### config.mk
export PLATFORM = sky130hd
export DESIGN_NAME = execute_muldiv_unit
export DESIGN_NICKNAME = d
export VERILOG_FILES = /design/src/rtl/muldiv_pkg.sv /design/src/rtl/execute_muldiv_unit.sv
export SDC_FILE = /design/constraint.sdc
export NUM_CORES = 1
export LEC_CHECK = 0
export BUFFER_PORTS_ARGS = -buffer_cell sky130_fd_sc_hd__buf_2
export CAP_MARGIN = 30
export CELL_PAD_IN_SITES_DETAIL_PLACEMENT = 1
export CELL_PAD_IN_SITES_GLOBAL_PLACEMENT = 1
export CORE_ASPECT_RATIO = 1.1
export CORE_MARGIN = 2
export CORE_UTILIZATION = 46
export DETAILED_ROUTE_END_ITERATION = 8
export GPL_TIMING_DRIVEN = 0
export PLACE_DENSITY_LB_ADDON = 0.25
export SLEW_MARGIN = 20
export SYNTH_ARGS = -nofsm -noshare
export SYNTH_HDL_FRONTEND = slang
export SYNTH_SLANG_ARGS = --single-unit
### constraint.sdc
create_clock -name clk -period 4 [get_ports clk]
set_input_delay 0.8 -clock clk [delete_from_list [all_inputs] [get_ports clk]]
set_output_delay 0.8 -clock clk [all_outputs]
set_load 0.01 [all_outputs]
### src/rtl/muldiv_pkg.sv
// Shared types and constants for the Execute-stage RV32M multiply/divide unit.
package muldiv_pkg;

    // funct3 encoding of the M-extension operations
    typedef enum logic [2:0] {
        OP_MUL    = 3'd0,
        OP_MULH   = 3'd1,
        OP_MULHSU = 3'd2,
        OP_MULHU  = 3'd3,
        OP_DIV    = 3'd4,
        OP_DIVU   = 3'd5,
        OP_REM    = 3'd6,
        OP_REMU   = 3'd7
    } muldiv_op_e;

    typedef enum logic [1:0] {
        IDLE = 2'd0,
        BUSY = 2'd1,
        FIN  = 2'd2,
        DONE = 2'd3
    } muldiv_state_e;

    localparam logic [31:0] DIV0_QUOT = 32'hFFFF_FFFF;
    localparam logic [31:0] INT_MIN   = 32'h8000_0000;

endpackage

### src/rtl/execute_muldiv_unit.sv
// Iterative RV32M multiply/divide unit. One 64-bit accumulator is shared:
// multiply keeps {partial_hi, multiplier}, divide keeps {remainder, quotient}.
// Signed ops work on magnitudes; the sign is restored in FIN.
module execute_muldiv_unit
    import muldiv_pkg::*;
#(
    parameter int XLEN  = 32,
    parameter int CNT_W = 5
) (
    input  logic            clk,
    input  logic            rst_n,
    input  logic            valid_i,
    input  logic [2:0]      op_i,
    input  logic [XLEN-1:0] rs1_data_i,
    input  logic [XLEN-1:0] rs2_data_i,
    input  logic [4:0]      rd_i,
    input  logic            flush_i,
    output logic            stall_o,
    output logic            done_o,
    output logic [XLEN-1:0] result_o,
    output logic [4:0]      rd_o
);

    muldiv_state_e   state_q, state_d;
    muldiv_op_e      op_q, op_d;
    logic [4:0]      rd_q, rd_d;
    logic [4:0]      rd_out_q, rd_out_d;
    logic [XLEN-1:0] opnd_q, opnd_d;       // |rs1| for multiply, |rs2| (divisor) for divide
    logic [2*XLEN-1:0] acc_q, acc_d;
    logic            neg_q, neg_d;         // negate the selected result in FIN
    logic [CNT_W-1:0] cnt_q, cnt_d;
    logic [XLEN-1:0] result_q, result_d;

    // Decode of the incoming operation
    muldiv_op_e      op_in;
    logic            is_div_in, is_rem_in, sa_in, sb_in, div0_in, ovf_in;
    logic [XLEN-1:0] mag_a, mag_b;

    // Iteration and finish datapath
    logic [XLEN:0]     mul_sum;
    logic [2*XLEN-1:0] mul_nxt;
    logic [XLEN:0]     rem_sh, div_diff;
    logic              div_ge;
    logic [2*XLEN-1:0] div_nxt;
    logic [2*XLEN-1:0] prod_fix;
    logic [XLEN-1:0]   quot, rem, fin_res;

    // Operand decode: signedness per op, magnitudes and the two special cases
    always_comb begin
        op_in     = muldiv_op_e'(op_i);
        is_div_in = op_i[2];
        is_rem_in = op_i[2] & op_i[1];
        sa_in     = 1'b0;
        sb_in     = 1'b0;
        case (op_in)
            OP_MULH, OP_DIV, OP_REM: begin
                sa_in = rs1_data_i[XLEN-1];
                sb_in = rs2_data_i[XLEN-1];
            end
            OP_MULHSU: sa_in = rs1_data_i[XLEN-1];
            default: ;
        endcase
        mag_a   = sa_in ? (~rs1_data_i + 1'b1) : rs1_data_i;
        mag_b   = sb_in ? (~rs2_data_i + 1'b1) : rs2_data_i;
        div0_in = is_div_in && (rs2_data_i == '0);
        ovf_in  = (op_in == OP_DIV || op_in == OP_REM) &&
                  (rs1_data_i == INT_MIN) && (rs2_data_i == '1);
    end

    // One shift-add step and one restoring-division step, plus the FIN fix-up
    always_comb begin
        mul_sum  = {1'b0, acc_q[2*XLEN-1:XLEN]} + {1'b0, (acc_q[0] ? opnd_q : '0)};
        mul_nxt  = {mul_sum, acc_q[XLEN-1:1]};
        rem_sh   = acc_q[2*XLEN-1:XLEN-1];
        div_diff = rem_sh - {1'b0, opnd_q};
        div_ge   = ~div_diff[XLEN];
        div_nxt  = {(div_ge ? div_diff[XLEN-1:0] : rem_sh[XLEN-1:0]),
                    acc_q[XLEN-2:0], div_ge};
        prod_fix = neg_q ? (~acc_q + 1'b1) : acc_q;
        quot     = neg_q ? (~acc_q[XLEN-1:0] + 1'b1) : acc_q[XLEN-1:0];
        rem      = neg_q ? (~acc_q[2*XLEN-1:XLEN] + 1'b1) : acc_q[2*XLEN-1:XLEN];
        case (op_q)
            OP_MUL:                  fin_res = prod_fix[XLEN-1:0];
            OP_MULH, OP_MULHSU,
            OP_MULHU:                fin_res = prod_fix[2*XLEN-1:XLEN];
            OP_DIV, OP_DIVU:         fin_res = quot;
            default:                 fin_res = rem;
        endcase
    end

    // Next-state and register updates; flush overrides everything
    always_comb begin
        state_d  = state_q;
        op_d     = op_q;
        rd_d     = rd_q;
        rd_out_d = rd_out_q;
        opnd_d   = opnd_q;
        acc_d    = acc_q;
        neg_d    = neg_q;
        cnt_d    = cnt_q;
        result_d = result_q;
        case (state_q)
            IDLE: begin
                if (valid_i) begin
                    op_d = op_in;
                    rd_d = rd_i;
                    if (div0_in || ovf_in) begin
                        if (div0_in) result_d = is_rem_in ? rs1_data_i : DIV0_QUOT;
                        else         result_d = is_rem_in ? '0 : INT_MIN;
                        rd_out_d = rd_i;
                        state_d  = DONE;
                    end else begin
                        opnd_d  = is_div_in ? mag_b : mag_a;
                        acc_d   = {{XLEN{1'b0}}, (is_div_in ? mag_a : mag_b)};
                        neg_d   = is_rem_in ? sa_in : (sa_in ^ sb_in);
                        cnt_d   = '1;
                        state_d = BUSY;
                    end
                end
            end
            BUSY: begin
                acc_d = op_q[2] ? div_nxt : mul_nxt;
                cnt_d = cnt_q - 1'b1;
                if (cnt_q == '0) state_d = FIN;
            end
            FIN: begin
                result_d = fin_res;
                rd_out_d = rd_q;
                state_d  = DONE;
            end
            default: state_d = IDLE;
        endcase
        if (flush_i) begin
            state_d  = IDLE;
            op_d     = op_q;
            rd_d     = rd_q;
            opnd_d   = opnd_q;
            acc_d    = acc_q;
            neg_d    = neg_q;
            cnt_d    = cnt_q;
            result_d = result_q;
            rd_out_d = rd_out_q;
        end
    end

    // State and datapath registers
    always_ff @(posedge clk or negedge rst_n) begin
        if (!rst_n) begin
            state_q  <= IDLE;
            op_q     <= OP_MUL;
            rd_q     <= '0;
            rd_out_q <= '0;
            opnd_q   <= '0;
            acc_q    <= '0;
            neg_q    <= 1'b0;
            cnt_q    <= '0;
            result_q <= '0;
        end else begin
            state_q  <= state_d;
            op_q     <= op_d;
            rd_q     <= rd_d;
            rd_out_q <= rd_out_d;
            opnd_q   <= opnd_d;
            acc_q    <= acc_d;
            neg_q    <= neg_d;
            cnt_q    <= cnt_d;
            result_q <= result_d;
        end
    end

    // Stall drops in DONE so the pipeline advances on the edge that ends it
    always_comb begin
        stall_o  = (state_q == IDLE && valid_i) || state_q == BUSY || state_q == FIN;
        done_o   = (state_q == DONE) && !flush_i;
        result_o = result_q;
        rd_o     = rd_out_q;
    end

endmodule

==> impl_metrics.ini, run 1 <==
[cts]
htreeDepth = 4
root_buffer = clkbuf_16
path_clk_slew_ps = 70
clockBufferDepth = 2
ctsHoldBuffers = 0
tritoncts = done
cts.sinks = 149
cts_made_buffers = 17
insertion_delay_ps = 450

[flow_run]
cap_violations = 0

[placement]
dp_cells = 2580
postPlaceCellArea_sq_um = 16520
port-buffer-count = 113
dp_hpwl_microns = 57080
gp_congestion = 1.016

[critical_path]
r2r_start = acc_q[31]
crit_path_start_kind = flip-flop
path_class = flip-flop to flip-flop
cp_max_fo = 5
arrival_ps = 4230
cp-end-kind = flip-flop
cp.required_ps = 4330
worstSetupStartpoint = acc_q[31]

[synth]
post-synth-top-area-fraction_pct = 24.27
synthFlopType = dfrtp_1
synthXorXnorAreaFrac_pct = 9.920
netlist_area_sq_um = 15360
ys_types = 84
syn_inst = 2032
synth-seq-cells = 149
ys_seq_area_share_pct = 24.27
synth_edf_count = 0
async_flop_share_pct = 100.0
synth_compound_area_share_pct = 28.34
synthSimpleGateAreaFrac_pct = 20.26
synth_top_family_by_area = compound AO/OA/AOI/OAI gates
muxShareOfSynthArea_pct = 5.441
synthTopCellsByCount = nor2_1 (236), a21oi_1 (193), o21ai_0 (187)
avgSynthCellArea_sq_um = 7.560
synth_area_leaders = dfrtp_1 (24%), a21oi_1 (6.3%), ha_1 (6.2%)
yosysMostFrequentCell = nor2_1
yosysWarnings = 0
synth_nets = 2186
synth-adder-area-share_pct = 6.451
synth_top_area_cell = dfrtp_1

[floorplan]
core_area_sq_um = 33110
start_util_pct = 46.40
dieArea_sq_um = 34880
fp.dieH_microns = 195.7
chipWidth_microns = 178.2
placementRows = 70
design.portCount = 115

[power]
p_int_w = 0.007153
p_sw_w = 0.009627
max-vdd-ir-drop_v = 0.0004247
power_frac_clock_pct = 9.7
p_leak_nw = 7.282
power.density_nw_per_um2 = 974.2
pwr-share-comb_pct = 72.5
power.total_w = 0.01678
seq_power_share_pct = 17.9
switching_share_pct = 57.37

[global_routing]
grt_overflow = 0
met2_usage_pct = 64.74
grt_antenna_before_repair = 0
grt.met1_usage_pct = 52.50
grt-busiest-layer = met2
grt_pass1_vias = 17580
grt_pass1_wl_microns = 107200
grt_max_degree = 90
track_usage_pct = 40.95
use_met3_pct = 7.442

[routing]
drtIter0Drc = 1681
drc_errors = 0
drt_first_pass_iters = 5
wl_microns = 71380
ant_nets = 0
vias_per_cell = 6.620
num_vias = 17340
wl_per_cell_microns = 27.26

[sta]
finalCriticalPeriod_ps = 3903
setup_viol = 0
fin_crit_sh_pct = 97.59
finClkSkew_ps = 12.62
tns_ps = 0
max_freq_mhz = 256.2
slew_headroom_pct = 42.68
final-hold-violation-count = 0
tightest_slew_ps = 848.7
drv_slew = 0

[final_layout]
drive_above_1_share_pct = 11.48
stdcell_area_sq_um = 17220
instances_no_fill = 2619
finalNetCount = 2327
final_util_pct = 52.02
syn_to_final_growth_pct = 12.11

[hold_path]
hold_path_class = input port to asynchronous set/reset pin

[outcome]
status = finished clean
-- metal layers --
| layer | share of wire, % | vias to the layer above |
|---|---|---|
| met5 | 0 | - |
| met4 | 6.7 | 0 |
| met3 | 8.0 | 209 |
| met2 | 45 | 866 |
| met1 | 41 | 8555 |
| li1 | - | 7709 |
-- flip-flops by register name (all words and copies together), names as in the netlist --
signal    cells
acc_q        64
cnt_q         5
neg_q         1
op_q          3
opnd_q       32
rd_o          5
rd_q          5
result_o     32
state_q       2
-- worst max-delay path, stage by stage (launching register included) --
cell        delay (ps)
dfrtp_2            520
clkinvlp_4         180
ha_1               250
fa_1               420
nand2b_1           180
a21oi_2            250
a21o_1             230
buf_4              140
a221oi_2            90
o21ai_0            600
a31oi_1            220
xor2_1             220
nor3_1              80
a2111o_1           400
-- power by group through the flow --
stage,clock network (W),logic (W),registers (W)
detailed placement,0,0.0114,0.00296
finish,0.00163,0.0122,0.00300
global route,0.00168,0.0130,0.00303
global placement,0,0.0111,0.00293
floorplan,0,0.00772,0.00265
CTS,0.00161,0.0116,0.00294
-- final timing paths --
path	endpoint	slack (ps)	depth (start not counted)
worst max-delay path	acc_q[62]	100	13
worst min-delay path	opnd_q[7]	290	1
worst max register to register	acc_q[62]	100	13
worst min register to register	result_o[31]	480	2
max in group asynchronous	result_o[18]	2820	2
min in group clk	result_o[31]	480	2
-- cell type report --
class	count	area (sq um)
Timing Repair Buffer	122	660.6
Clock buffer	21	470.5
Buffer	139	564.3
Fill cell	4238	15880
Tap cell	432	540.5
Antenna cell	1	2.502
Multi-Input combinational cell	1674	10890
Sequential cell	149	3731
Inverter	70	266.5
Clock inverter	11	92.59
-- cells by family (layout without fill, tap and decap cells) --
| group | count (synthesis) | count (layout) |
|---|---|---|
| DFF | 149 | 149 |
| AOI/OAI and AO/OA | 693 | 693 |
| muxes | 79 | 79 |
| and+or+nand+nor | 653 | 653 |
| adders and majority gates | 78 | 78 |
| other | 0 | 1 |
| buffers and inverters | 209 | 363 |
| xor gates and xnor gates | 171 | 171 |
-- repair_timing --
item                       in CTS  in global routing
setup endpoints to repair      40                 37
buffers inserted                1                  5
pin swaps                       1                  2
gates resized for setup        11                 17
-- per-stage QoR --
step,hold slack [ps],worst slack [ps]
after floorplan,449.7,600.2
after global placement,463.8,-646.6
after global routing,318.3,-0.4250
after CTS,300.4,12.90
final,290.5,96.55
after detailed placement,468.1,-677.4
-- placed cells by master, fill, tap and decap left out, drive strengths merged, types with 35 or more instances in the layout --
cell type    n
nand3       36
a211oi      49
xor2        71
a21oi      193
dfrtp      149
clkbuf     130
mux2i       43
o31ai       35
o21ai      192
nor3        47
mux2        36
buf        152
ha          76
nor2       236
inv         74
nand2      167
a21o        36
xnor2      100
Note: power is estimated with default switching activity, not from simulation.
==> inputs of run 2 (changes only) <==
CORE_ASPECT_RATIO = not set   (was 1.1)
==> run 2 against run 1 <==
Against the previous run: maximum frequency shrank 0.16%; utilization grew 1.0 points; worst setup slack lost 6.4 ps; critical path depth is the same; critical endpoint is now acc_q[57]; largest cell class unchanged.
==> impl_metrics.ini, run 2 (synthesis gave the netlist of run 1 again) <==
[final_layout]
antenna-diode-count = 0
mostFrequentLayoutCell = nor2_1
final_util_pct = 53.06
drive_above_1_share_pct = 11.87
seqCellArea_sq_um = 3730
finalNetCount = 2332
final_cell_mix = nor2_1 (235), a21oi_1 (190), o21ai_0 (185), nand2_1 (167), dfrtp_1 (148)
syn_to_final_growth_pct = 12.95
instances_no_fill = 2632
stdcell_area_sq_um = 17350
multi_input_area_sq_um = 10930
largest_reg_flops = 64
fillers = 4238
top_register = acc_q

[cts]
root_buffer = clkbuf_16
path_clk_slew_ps = 80
cts_made_buffers = 17
tritoncts = done
insertion_delay_ps = 470
cts.sinks = 149
htreeDepth = 4
clockBufferDepth = 2

[power]
power.density_nw_per_um2 = 967.8
p_leak_nw = 7.362
power.total_w = 0.01679
max-vdd-ir-drop_v = 0.0005957

[floorplan]
design.portCount = 115
chipWidth_microns = 186.7
placementRows = 66
dieArea_sq_um = 34870
start_util_pct = 46.98
core_area_sq_um = 32700
fp.dieH_microns = 186.7

[routing]
ant_nets = 0
num_vias = 17720
drt_first_pass_iters = 8
wl_microns = 73320
vias_per_cell = 6.732
wl_per_cell_microns = 27.86
drtIter0Drc = 1609
drc_errors = 0

[sta]
final-hold-violation-count = 0
tightest_slew_ps = 964.1
slew_headroom_pct = 35.13
setup_viol = 0
drv_slew = 0
max_freq_mhz = 255.8
finalCriticalPeriod_ps = 3910
fin_crit_sh_pct = 97.75
tns_ps = 0
finClkSkew_ps = 23.49

[critical_path]
cp_max_fo = 10
arrival_ps = 4250
path_class = flip-flop to flip-flop
cp-end-kind = flip-flop
crit_path_start_kind = flip-flop
r2r_cells = 13
cp.required_ps = 4340

[global_routing]
grt_max_degree = 95
grt_antenna_before_repair = 2
grt_pass1_vias = 17710
grt_pass1_wl_microns = 110700
grt_overflow = 0
track_usage_pct = 41.41

[outcome]
status = finished clean

[hold_path]
hold_path_class = input port to asynchronous set/reset pin

[placement]
gp_congestion = 0.9625
postPlaceCellArea_sq_um = 16520
dp_hpwl_microns = 58070
port-buffer-count = 113
dp_cells = 2588

[flow_run]
cap_violations = 0
-- run 2: cell type report --
cell class / instances / area share (%)
Multi-Input combinational cell: 1674 / 63.02
Sequential cell: 149 / 21.50
Timing Repair Buffer: 127 / 4.060
Buffer: 139 / 3.274
Tap cell: 442 / 3.187
Clock buffer: 19 / 2.610
Inverter: 70 / 1.536
Clock inverter: 12 / 0.8220
-- run 2: where the power goes --
| group | internal [W] | total, W | switching (W) |
|---|---|---|---|
| combinational | 0.00421 | 0.0121 | 0.00792 |
| clock | 0.000963 | 0.00176 | 0.000799 |
| sequential | 0.00214 | 0.00290 | 0.000763 |
| total | 0.00731 | 0.0168 | 0.00948 |
-- run 2: metrics by stage --
| stage | hold slack (ps) | setup WS, ps |
|---|---|---|
| finish | 265.1 | 90.12 |
| global route | 316.3 | -20.55 |
| CTS | 286.7 | 1.420 |
| detailed placement | 472.0 | -768.7 |
| global placement | 456.1 | -707.3 |
| floorplan | 449.7 | 600.2 |
-- run 2: metal layers --
metal  up-vias  global-route usage [%]  share of wire (%)
met5         -                       0              0.042
met3       226                   8.181                9.0
met1      8865                   55.15                 41
met2       901                   63.55                 44
met4         4                   21.76                5.5
li1       7723                       -                  -
-- run 2: timing repair --
action | 4_1_cts | 5_1_grt
resized for setup | 15 | 21
hold buffers | 0 | 0
buffers inserted | 6 | 6
pin swaps | 2 | 3
setup endpoints to repair | 47 | 63
-- run 2: final timing paths --
path	startpoint	to	slack [ps]
setup / recovery	acc_q[0]	acc_q[57]	90
hold / removal	rst_n	rd_o[4]	270
setup reg to reg	acc_q[0]	acc_q[57]	90
hold reg to reg	result_o[13]	result_o[13]	480
max in group asynchronous	rst_n	opnd_q[8]	2820
min in group clk	result_o[13]	result_o[13]	480
-- run 2: critical path, stage by stage, from the launching register on --
cell and delay [ps]:
dfrtp_1 480, inv_1 270, clkbuf_2 310, nor2_1 90, ha_1 360, a21o_1 220
a21oi_1 240, nand4b_1 160, o21a_1 270, a211oi_1 650, o21ai_0 230, xnor2_1 170
o21ai_0 100, a221o_1 260
